**src/rtl/cat_pkg.sv**
```systemverilog
// ---------------------------------------------------------------------------
// cat_pkg
// Shared definitions for the chromatic-adaptation frame sequencer:
//   ONE          - Q16.16 representation of 1.0
//   IDENTITY_MTX - 3x3 identity matrix, 9x Q16.16, row-major, m00 at [31:0]
//   state_e      - sequencer FSM states
//   mtx_elem     - extract element (row, col) from a packed 288-bit matrix
// ---------------------------------------------------------------------------
package cat_pkg;

  localparam logic [31:0] ONE = 32'h0001_0000;

  // Element order from MSB down: m22 m21 m20 m12 m11 m10 m02 m01 m00
  localparam logic [287:0] IDENTITY_MTX = {
    ONE,   32'h0, 32'h0,
    32'h0, ONE,   32'h0,
    32'h0, 32'h0, ONE
  };

  typedef enum logic [2:0] {
    IDLE,
    REQ_MTX,
    WAIT_MTX,
    ISSUE,
    WAIT_PIX,
    DRAIN
  } state_e;

  function automatic logic [31:0] mtx_elem(input logic [287:0] m,
                                           input int unsigned row,
                                           input int unsigned col);
    logic [8:0] base;
    base = 9'((row * 3 + col) * 32);
    return m[base +: 32];
  endfunction

endpackage

```
**src/rtl/cat_skid_reg.sv**
```systemverilog
// ---------------------------------------------------------------------------
// cat_skid_reg
// Single-entry output register between image_processor and the downstream
// ready/valid sink. The sequencer only loads it while it is empty, so a load
// and a downstream handshake never coincide.
// Ports:
//   clk, rst              - clock, asynchronous active-high reset
//   load                  - write load_rgb/load_last and mark the entry valid
//   load_rgb, load_last   - pixel and end-of-frame flag to store
//   m_ready               - downstream ready; frees the entry on handshake
//   m_rgb, m_valid, m_last- downstream pixel interface
// ---------------------------------------------------------------------------
module cat_skid_reg (
  input  logic        clk,
  input  logic        rst,
  input  logic        load,
  input  logic [23:0] load_rgb,
  input  logic        load_last,
  input  logic        m_ready,
  output logic [23:0] m_rgb,
  output logic        m_valid,
  output logic        m_last
);

  logic [23:0] rgb_q, rgb_d;
  logic        valid_q, valid_d;
  logic        last_q, last_d;

  always_comb begin
    rgb_d   = rgb_q;
    valid_d = valid_q;
    last_d  = last_q;
    if (load) begin
      rgb_d   = load_rgb;
      valid_d = 1'b1;
      last_d  = load_last;
    end else if (valid_q && m_ready) begin
      valid_d = 1'b0;
      last_d  = 1'b0;
    end
  end

  always_ff @(posedge clk or posedge rst) begin
    if (rst) begin
      rgb_q   <= '0;
      valid_q <= 1'b0;
      last_q  <= 1'b0;
    end else begin
      rgb_q   <= rgb_d;
      valid_q <= valid_d;
      last_q  <= last_d;
    end
  end

  assign m_rgb   = rgb_q;
  assign m_valid = valid_q;
  assign m_last  = last_q;

endmodule

```
**src/rtl/cat_frame_sequencer.sv**
```systemverilog
// ---------------------------------------------------------------------------
// cat_frame_sequencer
// Frame controller for the chromatic-adaptation datapath. At each frame start
// it fetches a fresh compensation matrix from the Bradford adaptor when the
// ambient sample or the reference CCT changed, latches it for the image
// processor, then streams one frame of RGB888 pixels through the processor
// with exactly one pixel in flight.
//
// Optional feature macro: PIX_TIMEOUT_EN
//   defined   - WAIT_PIX gives up after PIX_TIMEOUT cycles, substitutes
//               24'hFF0000 and raises the sticky pix_err output.
//   undefined - WAIT_PIX waits indefinitely; no pix_err port.
//
// Ports:
//   frame_start, cct_cfg                 - frame trigger and reference CCT
//   amb_xyz, amb_valid                   - ambient XYZ samples (Q16.16)
//   ad_xyz, ad_xyz_valid, ad_ref_cct     - request to the adaptor
//   ad_matrix, ad_matrix_valid           - adaptor response
//   pr_matrix, pr_matrix_valid           - latched matrix for the processor
//   pr_rgb, pr_valid, pr_ready           - pixel into the processor
//   pr_out_rgb, pr_out_valid             - pixel out of the processor
//   s_rgb, s_valid, s_ready              - upstream pixel stream
//   m_rgb, m_valid, m_ready, m_last      - downstream pixel stream
//   frame_done, busy, mtx_err (, pix_err)- status
// ---------------------------------------------------------------------------
module cat_frame_sequencer
  import cat_pkg::*;
#(
  parameter int          IMAGE_WIDTH  = 768,
  parameter int          IMAGE_HEIGHT = 512,
  parameter int          MTX_TIMEOUT  = 2000,
  parameter int          PIX_TIMEOUT  = 1000,
  parameter logic [15:0] CCT_DEFAULT  = 16'd6500
) (
  input  logic         clk,
  input  logic         rst,
  input  logic         frame_start,
  input  logic [95:0]  amb_xyz,
  input  logic         amb_valid,
  input  logic [15:0]  cct_cfg,
  output logic [95:0]  ad_xyz,
  output logic         ad_xyz_valid,
  output logic [15:0]  ad_ref_cct,
  input  logic [287:0] ad_matrix,
  input  logic         ad_matrix_valid,
  output logic [287:0] pr_matrix,
  output logic         pr_matrix_valid,
  output logic [23:0]  pr_rgb,
  output logic         pr_valid,
  input  logic         pr_ready,
  input  logic [23:0]  pr_out_rgb,
  input  logic         pr_out_valid,
  input  logic [23:0]  s_rgb,
  input  logic         s_valid,
  output logic         s_ready,
  output logic [23:0]  m_rgb,
  output logic         m_valid,
  input  logic         m_ready,
  output logic         m_last,
  output logic         frame_done,
  output logic         busy,
  output logic         mtx_err
`ifdef PIX_TIMEOUT_EN
  ,
  output logic         pix_err
`endif
);

  localparam int TOTAL_PIX = IMAGE_WIDTH * IMAGE_HEIGHT;
  localparam int CNT_W     = (TOTAL_PIX > 1) ? $clog2(TOTAL_PIX) : 1;
  localparam int MTX_W     = (MTX_TIMEOUT > 1) ? $clog2(MTX_TIMEOUT) : 1;
  localparam logic [CNT_W-1:0] LAST_IDX = CNT_W'(TOTAL_PIX - 1);
  localparam logic [MTX_W-1:0] MTX_LAST = MTX_W'(MTX_TIMEOUT - 1);

  // Reject degenerate configurations at elaboration time.
  if (TOTAL_PIX < 1 || MTX_TIMEOUT < 1 || PIX_TIMEOUT < 1) begin : g_bad_cfg
    $error("cat_frame_sequencer: dimensions and timeouts must be >= 1");
  end

  state_e         state_q, state_d;
  logic           pend_q, pend_d;
  logic [95:0]    shadow_q, shadow_d;
  logic [95:0]    ad_xyz_q, ad_xyz_d;
  logic           ad_xyz_valid_q, ad_xyz_valid_d;
  logic [15:0]    ad_ref_cct_q, ad_ref_cct_d;
  logic [287:0]   pr_matrix_q, pr_matrix_d;
  logic           pr_matrix_valid_q, pr_matrix_valid_d;
  logic [23:0]    pr_rgb_q, pr_rgb_d;
  logic           pr_valid_q, pr_valid_d;
  logic [MTX_W-1:0] mtx_cnt_q, mtx_cnt_d;
  logic [CNT_W-1:0] pix_cnt_q, pix_cnt_d;
  logic           frame_done_q, frame_done_d;
  logic           mtx_err_q, mtx_err_d;

  logic           cap_load;
  logic [23:0]    cap_rgb;
  logic           last_pix;

`ifdef PIX_TIMEOUT_EN
  localparam int PIX_W = (PIX_TIMEOUT > 1) ? $clog2(PIX_TIMEOUT) : 1;
  localparam logic [PIX_W-1:0] PIX_LAST = PIX_W'(PIX_TIMEOUT - 1);
  localparam logic [23:0] PIX_FILL_RGB = 24'hFF0000;
  logic [PIX_W-1:0] pix_to_cnt_q, pix_to_cnt_d;
  logic           pix_err_q, pix_err_d;
`endif

  assign last_pix = (pix_cnt_q == LAST_IDX);
  // Only accept upstream data when the processor can take it and the output
  // register has drained, which keeps exactly one pixel in flight.
  assign s_ready  = (state_q == ISSUE) && pr_ready && !m_valid;

  always_comb begin
    state_d           = state_q;
    pend_d            = pend_q;
    shadow_d          = shadow_q;
    ad_xyz_d          = ad_xyz_q;
    ad_xyz_valid_d    = 1'b0;
    ad_ref_cct_d      = ad_ref_cct_q;
    pr_matrix_d       = pr_matrix_q;
    pr_matrix_valid_d = pr_matrix_valid_q;
    pr_rgb_d          = pr_rgb_q;
    pr_valid_d        = 1'b0;
    mtx_cnt_d         = mtx_cnt_q;
    pix_cnt_d         = pix_cnt_q;
    frame_done_d      = 1'b0;
    mtx_err_d         = mtx_err_q;
    cap_load          = 1'b0;
    cap_rgb           = pr_out_rgb;
`ifdef PIX_TIMEOUT_EN
    pix_to_cnt_d      = pix_to_cnt_q;
    pix_err_d         = pix_err_q;
`endif

    // The shadow updates first so a sample arriving with frame_start counts.
    if (amb_valid) begin
      shadow_d = amb_xyz;
      pend_d   = 1'b1;
    end

    case (state_q)
      IDLE: begin
        if (frame_start) begin
          ad_ref_cct_d = cct_cfg;
`ifdef PIX_TIMEOUT_EN
          pix_err_d    = 1'b0;
`endif
          if (pend_d || (cct_cfg != ad_ref_cct_q)) state_d = REQ_MTX;
          else                                     state_d = ISSUE;
        end
      end
      REQ_MTX: begin
        ad_xyz_d          = shadow_d;
        ad_xyz_valid_d    = 1'b1;
        pend_d            = 1'b0;
        mtx_cnt_d         = '0;
        pr_matrix_valid_d = 1'b0;
        state_d           = WAIT_MTX;
      end
      WAIT_MTX: begin
        if (ad_matrix_valid) begin
          pr_matrix_d       = ad_matrix;
          pr_matrix_valid_d = 1'b1;
          mtx_err_d         = 1'b0;
          state_d           = ISSUE;
        end else if (mtx_cnt_q == MTX_LAST) begin
          // Adaptor silent: fall back to a pass-through matrix.
          pr_matrix_d       = IDENTITY_MTX;
          pr_matrix_valid_d = 1'b1;
          mtx_err_d         = 1'b1;
          state_d           = ISSUE;
        end else begin
          mtx_cnt_d = mtx_cnt_q + MTX_W'(1);
        end
      end
      ISSUE: begin
        if (s_valid && s_ready) begin
          pr_rgb_d   = s_rgb;
          pr_valid_d = 1'b1;
`ifdef PIX_TIMEOUT_EN
          pix_to_cnt_d = '0;
`endif
          state_d    = WAIT_PIX;
        end
      end
      WAIT_PIX: begin
        if (pr_out_valid) begin
          cap_load = 1'b1;
          cap_rgb  = pr_out_rgb;
        end
`ifdef PIX_TIMEOUT_EN
        else if (pix_to_cnt_q == PIX_LAST) begin
          cap_load  = 1'b1;
          cap_rgb   = PIX_FILL_RGB;
          pix_err_d = 1'b1;
        end else begin
          pix_to_cnt_d = pix_to_cnt_q + PIX_W'(1);
        end
`endif
        if (cap_load) begin
          // The counter holds on the last pixel so it never wraps mid-frame.
          if (last_pix) begin
            state_d = DRAIN;
          end else begin
            pix_cnt_d = pix_cnt_q + CNT_W'(1);
            state_d   = ISSUE;
          end
        end
      end
      DRAIN: begin
        if (m_valid && m_ready) begin
          frame_done_d = 1'b1;
          pix_cnt_d    = '0;
          state_d      = IDLE;
        end
      end
      default: state_d = IDLE;
    endcase
  end

  always_ff @(posedge clk or posedge rst) begin
    if (rst) begin
      state_q           <= IDLE;
      pend_q            <= 1'b1;
      shadow_q          <= '0;
      ad_xyz_q          <= '0;
      ad_xyz_valid_q    <= 1'b0;
      ad_ref_cct_q      <= CCT_DEFAULT;
      pr_matrix_q       <= IDENTITY_MTX;
      pr_matrix_valid_q <= 1'b1;
      pr_rgb_q          <= '0;
      pr_valid_q        <= 1'b0;
      mtx_cnt_q         <= '0;
      pix_cnt_q         <= '0;
      frame_done_q      <= 1'b0;
      mtx_err_q         <= 1'b0;
`ifdef PIX_TIMEOUT_EN
      pix_to_cnt_q      <= '0;
      pix_err_q         <= 1'b0;
`endif
    end else begin
      state_q           <= state_d;
      pend_q            <= pend_d;
      shadow_q          <= shadow_d;
      ad_xyz_q          <= ad_xyz_d;
      ad_xyz_valid_q    <= ad_xyz_valid_d;
      ad_ref_cct_q      <= ad_ref_cct_d;
      pr_matrix_q       <= pr_matrix_d;
      pr_matrix_valid_q <= pr_matrix_valid_d;
      pr_rgb_q          <= pr_rgb_d;
      pr_valid_q        <= pr_valid_d;
      mtx_cnt_q         <= mtx_cnt_d;
      pix_cnt_q         <= pix_cnt_d;
      frame_done_q      <= frame_done_d;
      mtx_err_q         <= mtx_err_d;
`ifdef PIX_TIMEOUT_EN
      pix_to_cnt_q      <= pix_to_cnt_d;
      pix_err_q         <= pix_err_d;
`endif
    end
  end

  cat_skid_reg u_skid (
    .clk       (clk),
    .rst       (rst),
    .load      (cap_load),
    .load_rgb  (cap_rgb),
    .load_last (last_pix),
    .m_ready   (m_ready),
    .m_rgb     (m_rgb),
    .m_valid   (m_valid),
    .m_last    (m_last)
  );

  assign ad_xyz          = ad_xyz_q;
  assign ad_xyz_valid    = ad_xyz_valid_q;
  assign ad_ref_cct      = ad_ref_cct_q;
  assign pr_matrix       = pr_matrix_q;
  assign pr_matrix_valid = pr_matrix_valid_q;
  assign pr_rgb          = pr_rgb_q;
  assign pr_valid        = pr_valid_q;
  assign frame_done      = frame_done_q;
  assign mtx_err         = mtx_err_q;
  assign busy            = (state_q != IDLE);
`ifdef PIX_TIMEOUT_EN
  assign pix_err         = pix_err_q;
`endif

endmodule
```
**config.mk**
```make
export PLATFORM = sky130hd
export DESIGN_NAME = cat_frame_sequencer
export DESIGN_NICKNAME = d
export VERILOG_FILES = /design/src/rtl/cat_pkg.sv /design/src/rtl/cat_skid_reg.sv /design/src/rtl/cat_frame_sequencer.sv
export SDC_FILE = /design/constraint.sdc
export NUM_CORES = 1
export LEC_CHECK = 0
export CAP_MARGIN = 10
export CORE_AREA = 2 2 353 355
export DETAILED_ROUTE_END_ITERATION = 12
export DIE_AREA = 0 0 355 357
export GPL_TIMING_DRIVEN = 0
export PLACE_DENSITY = 0.44
export SLEW_MARGIN = 40
export SYNTH_ARGS = -nofsm -noshare
export SYNTH_HDL_FRONTEND = slang
export SYNTH_SLANG_ARGS = --single-unit
```
**constraint.sdc**
```tcl
create_clock -name clk -period 20 [get_ports clk]
set_clock_uncertainty 0.05 [all_clocks]
set_input_delay 5 -clock clk [delete_from_list [all_inputs] [get_ports clk]]
set_output_delay 5 -clock clk [all_outputs]
set_load 0.02 [all_outputs]
```
==> flow_summary.json, run 1 <==
{
  "leakagePower_nw": 16.0,
  "ir_worst_vdd_v": 0.0000795,
  "synth-seq-cells": 585,
  "hold_class": "reg -> reg",
  "cts_post_setup_buffers_inserted": 0,
  "layout.nets": 3179,
  "drt_first_pass_iters": 4,
  "track_usage_pct": 15.8,
  "synth_mux_area_share_pct": 6.98,
  "synth_compound_area_share_pct": 13.2,
  "fmax_mhz": 84.8,
  "routed_wl_um": 103000,
  "grt_pass1_wl_um": 144000,
  "required_ps": 14950,
  "grt.busiest_layer": "met2",
  "die_x_um": 355,
  "finalHoldViolCount": 0,
  "cts_buffer_depth": 3,
  "cts_resized": 0,
  "grt_util_met1_pct": 18.0,
  "finalSetupViolations": 0,
  "final_cells": 4420,
  "syn_inst": 1697,
  "crit_path_end_kind": "output pin",
  "io_buffers": 912,
  "fin_tns_setup_ps": 0,
  "synth-main-ff-cell": "dfrtp_1",
  "grt_max_degree": 25,
  "min_period_over_period_pct": 59.0,
  "antenna_left": 0,
  "fp-row-count": 129,
  "maxSlewViolCount": 0,
  "synthesis.area_um2": 22100,
  "async_flop_share_pct": 100,
  "tritoncts": "yes",
  "antenna_found_initial": 22,
  "synth_warnings": 0,
  "core-area_um2": 123000,
  "synth_nets": 2156,
  "met3_usage_pct": 5.31,
  "cts_sinks": 585,
  "worst_skew_pair.late_latency_ps": 630,
  "ctsHoldBuffers": 0,
  "vias": 17607,
  "drtIter0Drc": 858,
  "yosys.area_share.simple_pct": 9.14,
  "drc": 0,
  "yosys-top-cells-area": "dfrtp_1 (65%), a22o_1 (11%), mux2_2 (7.0%), nand2_1 (6.5%), dfstp_2 (1.3%)",
  "synth.largest_area_cell": "dfrtp_1",
  "crit_arrival_ps": 6750,
  "numCtsBuffers": 77,
  "yosysUniqueCellTypes": 59,
  "design.portCount": 914,
  "place_congestion": 0.824,
  "dp_hpwl_um": 80600,
  "dieArea_um2": 127000,
  "synth_fa_ha_area_share_pct": 0.113,
  "critical_path_class": "in -> out",
  "synth_xor_area_share_pct": 0.951,
  "grt_overflow": 0,
  "rsz0062_at_grt": "no",
  "slew_headroom_pct": 47.6,
  "period_needed_ps": 11800,
  "max_slew.worst_pin.slew_ps": 780,
  "netlist.area_leader.share_pct": 65.0,
  "wl_per_cell_um": 23.3,
  "power_density_nw_per_um2": 164,
  "final.fill_count": 12645,
  "viasPerCell": 3.98,
  "drive_above_1_share_pct": 13.8,
  "synth_top_family_by_area": "compound AO/OA/AOI/OAI gates",
  "status": "finished clean",
  "start_util_pct": 18.0,
  "ys_seq_area_share_pct": 66.3,
  "clk_pin_slew_ps": 50,
  "dieHeight_um": 357,
  "met2_usage_pct": 27.8,
  "syn_to_final_growth_pct": 65.6,
  "synth_edf_count": 0,
  "drv_cap": 0,
  "worstPathMaxFanout": 3,
  "cts_root_buffer": "clkbuf_16",
  "cts_max_level": 3,
  "cp-start-kind": "input pin",
  "syn-mean-instance-area_um2": 13.0,
  "grt_pass1_vias": 18792,
  "dpl.cell_count": 4278
}
cells in the mapped netlist, types with 3 or more instances:
library cell and count:
nor2_1 29, nand4_1 9, a21oi_1 8, a31oi_1 8, xnor2_1 7, dfrtp_1 574
mux2_2 137, buf_2 26, buf_1 7, xor2_1 17, buf_6 25, and4_1 4
inv_1 7, clkbuf_1 44, and2_1 3, nand2_1 381, nand3_1 18, and3_1 3
a22o_1 286, o21ai_0 22, o31ai_1 4, nor3_1 6, o22a_1 3, nand2b_1 7
nor4_1 3, dfstp_2 11, a41oi_1 3, buf_4 8
power by group:
group	switching, mW	internal, mW	total, mW
Sequential	0.263	1.65	1.92
Clock	0.576	0.831	1.41
Combinational	1.45	1.23	2.67
Total	2.29	3.71	6.00
worst max-delay path, cell delays in order:
cell             delay (ps)
clkdlybuf4s50_1         520
nor3b_1                 460
clkdlybuf4s50_1         760
logic make-up (layout without fill, tap and decap cells):
group,count (synthesis),in the layout
xor+xnor,24,24
buf+inv,120,1202
simple gates,481,481
compound gates,348,348
flops,585,585
mux,137,137
other cells,0,4
fa+ha+maj,2,2
layout make-up:
class	count	area, um^2	share of cell area [%]
sequential	585	14700	40.0
tap	1637	2050	5.60
clock buffer	114	2240	6.11
buffer	112	697	1.90
inverter	8	33.8	0.0923
timing repair buffer	944	9890	27.0
antenna	4	10.0	0.0274
multi-input combinational	992	6730	18.4
clock inverter	24	297	0.810
sequential cells by signal, indices dropped and copies added (netlist names):
name             flops
pr_valid             1
ad_ref_cct          16
pr_matrix_valid      1
frame_done           1
pix_cnt_q           19
mtx_err              1
shadow_q            96
pend_q               1
ad_xyz_valid         1
u_skid.m_rgb        24
state_q              3
ad_xyz              96
pr_rgb              24
pr_matrix          288
u_skid.m_last        1
u_skid.m_valid       1
mtx_cnt_q           11
path summary, 6_finish.rpt:
check                                       start                          to  slack (ps)  depth (start not counted)
min reg2reg                ad_xyz[36]$_DFFE_PP0P_      ad_xyz[36]$_DFFE_PP0P_         420                          2
max in group asynchronous                     rst   ad_ref_cct[8]$_DFFE_PP1P_       12940                         12
min in group asynchronous                     rst  pr_matrix[123]$_DFFE_PP0P_        4690                          2
max reg2reg                state_q[1]$_DFFE_PP0P_   pr_matrix[30]$_DFFE_PP0P_       17100                          7
min                        ad_xyz[36]$_DFFE_PP0P_      ad_xyz[36]$_DFFE_PP0P_         420                          2
max                                      pr_ready                     s_ready        8200                          3
per-layer routing:
| metal | wire length, um | part of all wire, % |
|---|---|---|
| met1 | 39800 | 39 |
| met2 | 52000 | 51 |
| met3 | 8370 | 8.1 |
| met4 | 2630 | 2.6 |
| met5 | 172 | 0.17 |
layout by cell type, fill, tap and decap left out, types with 18 or more instances in the layout:
cell type / instances
clkdlybuf4s50_1: 912
dfrtp_1: 574
nand2_1: 380
a22o_1: 286
mux2_2: 137
clkbuf_16: 78
clkbuf_1: 61
nor2_1: 28
buf_2: 26
buf_6: 25
o21ai_0: 22
nand3_1: 18
metrics by stage:
step	hold slack [ps]	cell area (um^2)	power (mW)	utilization, %	setup slack, ps
after global placement	408	33300	4.66	27.1	1750
after detailed placement	411	34000	4.66	27.7	8140
final	420	36600	6.00	29.8	8200
after global routing	445	36600	6.33	29.7	8140
after floorplan	393	22100	3.15	-	6990
after CTS	429	36600	6.13	29.7	8120
(Power assumes the default switching activity.)
==> run 2: changes to the inputs <==
==> constraint.sdc (replaced) <==
create_clock -name clk -period 9.85 [get_ports clk]
set_clock_uncertainty 0.05 [all_clocks]
set_input_delay 2.4625 -clock clk [delete_from_list [all_inputs] [get_ports clk]]
set_output_delay 2.4625 -clock clk [all_outputs]
set_load 0.02 [all_outputs]
==> results of run 2 <==
The final DEF is identical to that of run 1. Status: finished clean.
Main changes from that run: setup slack after placement 8140 ps -> 3060 ps; setup slack after layout 8200 ps -> 3130 ps; register-to-register setup slack 17100 ps -> 6950 ps; total power 6.00 mW -> 12.2 mW; worst IR drop on VDD 0.0000795 V -> 0.000161 V
==> run 3: changes to the inputs <==
--- a/config.mk
+++ b/config.mk
@@ -6,11 +6,11 @@
 export NUM_CORES = 1
 export LEC_CHECK = 0
 export CAP_MARGIN = 10
-export CORE_AREA = 2 2 353 355
+export CORE_AREA = 2 2 357 359
 export DETAILED_ROUTE_END_ITERATION = 12
-export DIE_AREA = 0 0 355 357
+export DIE_AREA = 0 0 359 361
 export GPL_TIMING_DRIVEN = 0
-export PLACE_DENSITY = 0.44
+export PLACE_DENSITY = 0.42
 export SLEW_MARGIN = 40
 export SYNTH_ARGS = -nofsm -noshare
 export SYNTH_HDL_FRONTEND = slang
==> constraint.sdc (replaced) <==
create_clock -name clk -period 6.5 [get_ports clk]
set_clock_uncertainty 0.05 [all_clocks]
set_input_delay 1.625 -clock clk [delete_from_list [all_inputs] [get_ports clk]]
set_output_delay 1.625 -clock clk [all_outputs]
set_load 0.02 [all_outputs]
==> run 3 against run 2 <==
Effect of this change:
- setup slack got worse by 1300 ps
- critical path depth stayed put
- cell area is 0.16% higher
- register-to-register slack worse by 3400 ps
- die area grew 2.3%
- clock power grew 52%
- global-route usage up 0.64 points
- final cell count is 0.36% higher
- routed wire length is 5.5% higher
- worst hold slack got worse by 1.7 ps
- clock-buffer cell count is 8 lower
- core utilization is 0.53 points lower
- critical endpoint unchanged
- largest cell class unchanged
==> flow_summary.json, run 3 (synthesis gave the netlist of run 1 again) <==
{
  "largest_register_ffs": 288,
  "rsz0062_at_grt": "no",
  "critPathCapture": "s_ready",
  "fp-row-count": 130,
  "final_cell_mix": "clkdlybuf4s50_1 (912), dfrtp_1 (574), nand2_1 (380), a22o_1 (286), mux2_2 (137)",
  "io_buffers": 912,
  "place_congestion": 0.815,
  "dp_hpwl_um": 86300,
  "drc": 0,
  "reg2regPathDepth": 7,
  "ctsHoldBuffers": 0,
  "cp-start-kind": "input pin",
  "fin_total_pwr_mw": 18.6,
  "finalSetupViolations": 0,
  "numCtsBuffers": 78,
  "dieArea_um2": 130000,
  "cts_buffer_depth": 3,
  "start_util_pct": 17.6,
  "cts_resized": 0,
  "max_slew.worst_pin.slew_ps": 759,
  "fin_ws_ps": 1780,
  "hold_depth": 2,
  "crit_arrival_ps": 3040,
  "slew_headroom_pct": 49.4,
  "cts_root_buffer": "clkbuf_16",
  "finalHoldViolCount": 0,
  "grt_overflow": 0,
  "worst_skew_pair.late_latency_ps": 650,
  "place_ws_ps": 1750,
  "rrSetupSlack_ps": 3520,
  "drtIter0Drc": 966,
  "fin_tns_setup_ps": 0,
  "core-area_um2": 125000,
  "antenna_found_initial": 26,
  "wl_per_cell_um": 24.5,
  "min_period_over_period_pct": 72.6,
  "worstReg2RegStart": "state_q[1]$_DFFE_PP0P_",
  "status": "finished clean",
  "cts_post_setup_buffers_inserted": 0,
  "syn_to_final_growth_pct": 65.9,
  "grt_pass1_vias": 18706,
  "dieHeight_um": 361,
  "drv_cap": 0,
  "worstReg2RegEnd": "pr_matrix[115]$_DFFE_PP0P_",
  "final_common_cell": "clkdlybuf4s50_1",
  "required_ps": 4830,
  "maxSlewViolCount": 0,
  "routed_wl_um": 109000,
  "design.portCount": 914,
  "leakagePower_nw": 16.0,
  "period_needed_ps": 4720,
  "clk_pin_slew_ps": 50,
  "hold_class": "reg -> reg",
  "crit_path_end_kind": "output pin",
  "tritoncts": "yes",
  "vias": 17948,
  "critPathLaunch": "pr_ready",
  "cts_max_level": 3,
  "drive_above_1_share_pct": 14.1,
  "die_x_um": 359,
  "power_density_nw_per_um2": 508,
  "grt_pass1_wl_um": 152000,
  "viasPerCell": 4.05,
  "grt_max_degree": 25,
  "worstPathMaxFanout": 3,
  "critical_path_class": "in -> out",
  "cts_sinks": 585,
  "ir_worst_vdd_v": 0.000221,
  "track_usage_pct": 16.4,
  "antenna_left": 0,
  "fmax_mhz": 212,
  "drt_first_pass_iters": 5,
  "layout.nets": 3179
}
-- run 3: power breakdown --
group / internal (mW) / switching (mW) / total, mW
sequential: 5.09 / 0.823 / 5.91
clock: 2.58 / 1.77 / 4.35
combinational: 3.77 / 4.57 / 8.35
total: 11.4 / 7.17 / 18.6
-- run 3: final cells by class --
class	count	area [um^2]
Buffer	112	699
Clock buffer	106	2200
Multi-Input combinational cell	992	6740
Timing Repair Buffer	943	9880
Antenna cell	8	20.0
Fill cell	12906	88800
Tap cell	1650	2060
Clock inverter	32	364
Sequential cell	585	14700
Inverter	8	33.8
-- run 3: how the worst min path moves through the flow --
stage	slack, ps	startpoint	to
final	420	u_skid.m_rgb[9]$_DFFE_PP0P_	u_skid.m_rgb[9]$_DFFE_PP0P_
after global routing	440	ad_xyz[57]$_DFFE_PP0P_	ad_xyz[57]$_DFFE_PP0P_
after CTS	430	ad_xyz[12]$_DFFE_PP0P_	ad_xyz[12]$_DFFE_PP0P_
after detailed placement	410	u_skid.m_rgb[3]$_DFFE_PP0P_	u_skid.m_rgb[3]$_DFFE_PP0P_
after global placement	410	ad_xyz[76]$_DFFE_PP0P_	ad_xyz[76]$_DFFE_PP0P_
after floorplan	390	pix_cnt_q[14]$_DFFE_PP0P_	pix_cnt_q[14]$_DFFE_PP0P_
-- run 3: worst max-delay path, stage by stage --
cell and delay (ps):
clkdlybuf4s50_1 500, nor3b_1 220, clkdlybuf4s50_1 700
-- run 3: through the flow --
stage               hold slack, ps  util [%]  instances  area [um^2]
floorplan                      393         -       1697        22100
global route                   437      29.2       4429        36600
global placement               408      26.5       4259        33300
CTS                            425      29.2       4428        36600
detailed placement             411      27.2       4290        34100
finish                         419      29.2       4436        36700
-- run 3: metal layers --
layer	GRT usage, %	vias up	routed length (um)
li1	-	8073	-
met1	18.4	9004	42000
met2	28.1	662	53400
met3	7.12	167	9660
met4	4.71	42	3240
met5	0	-	281
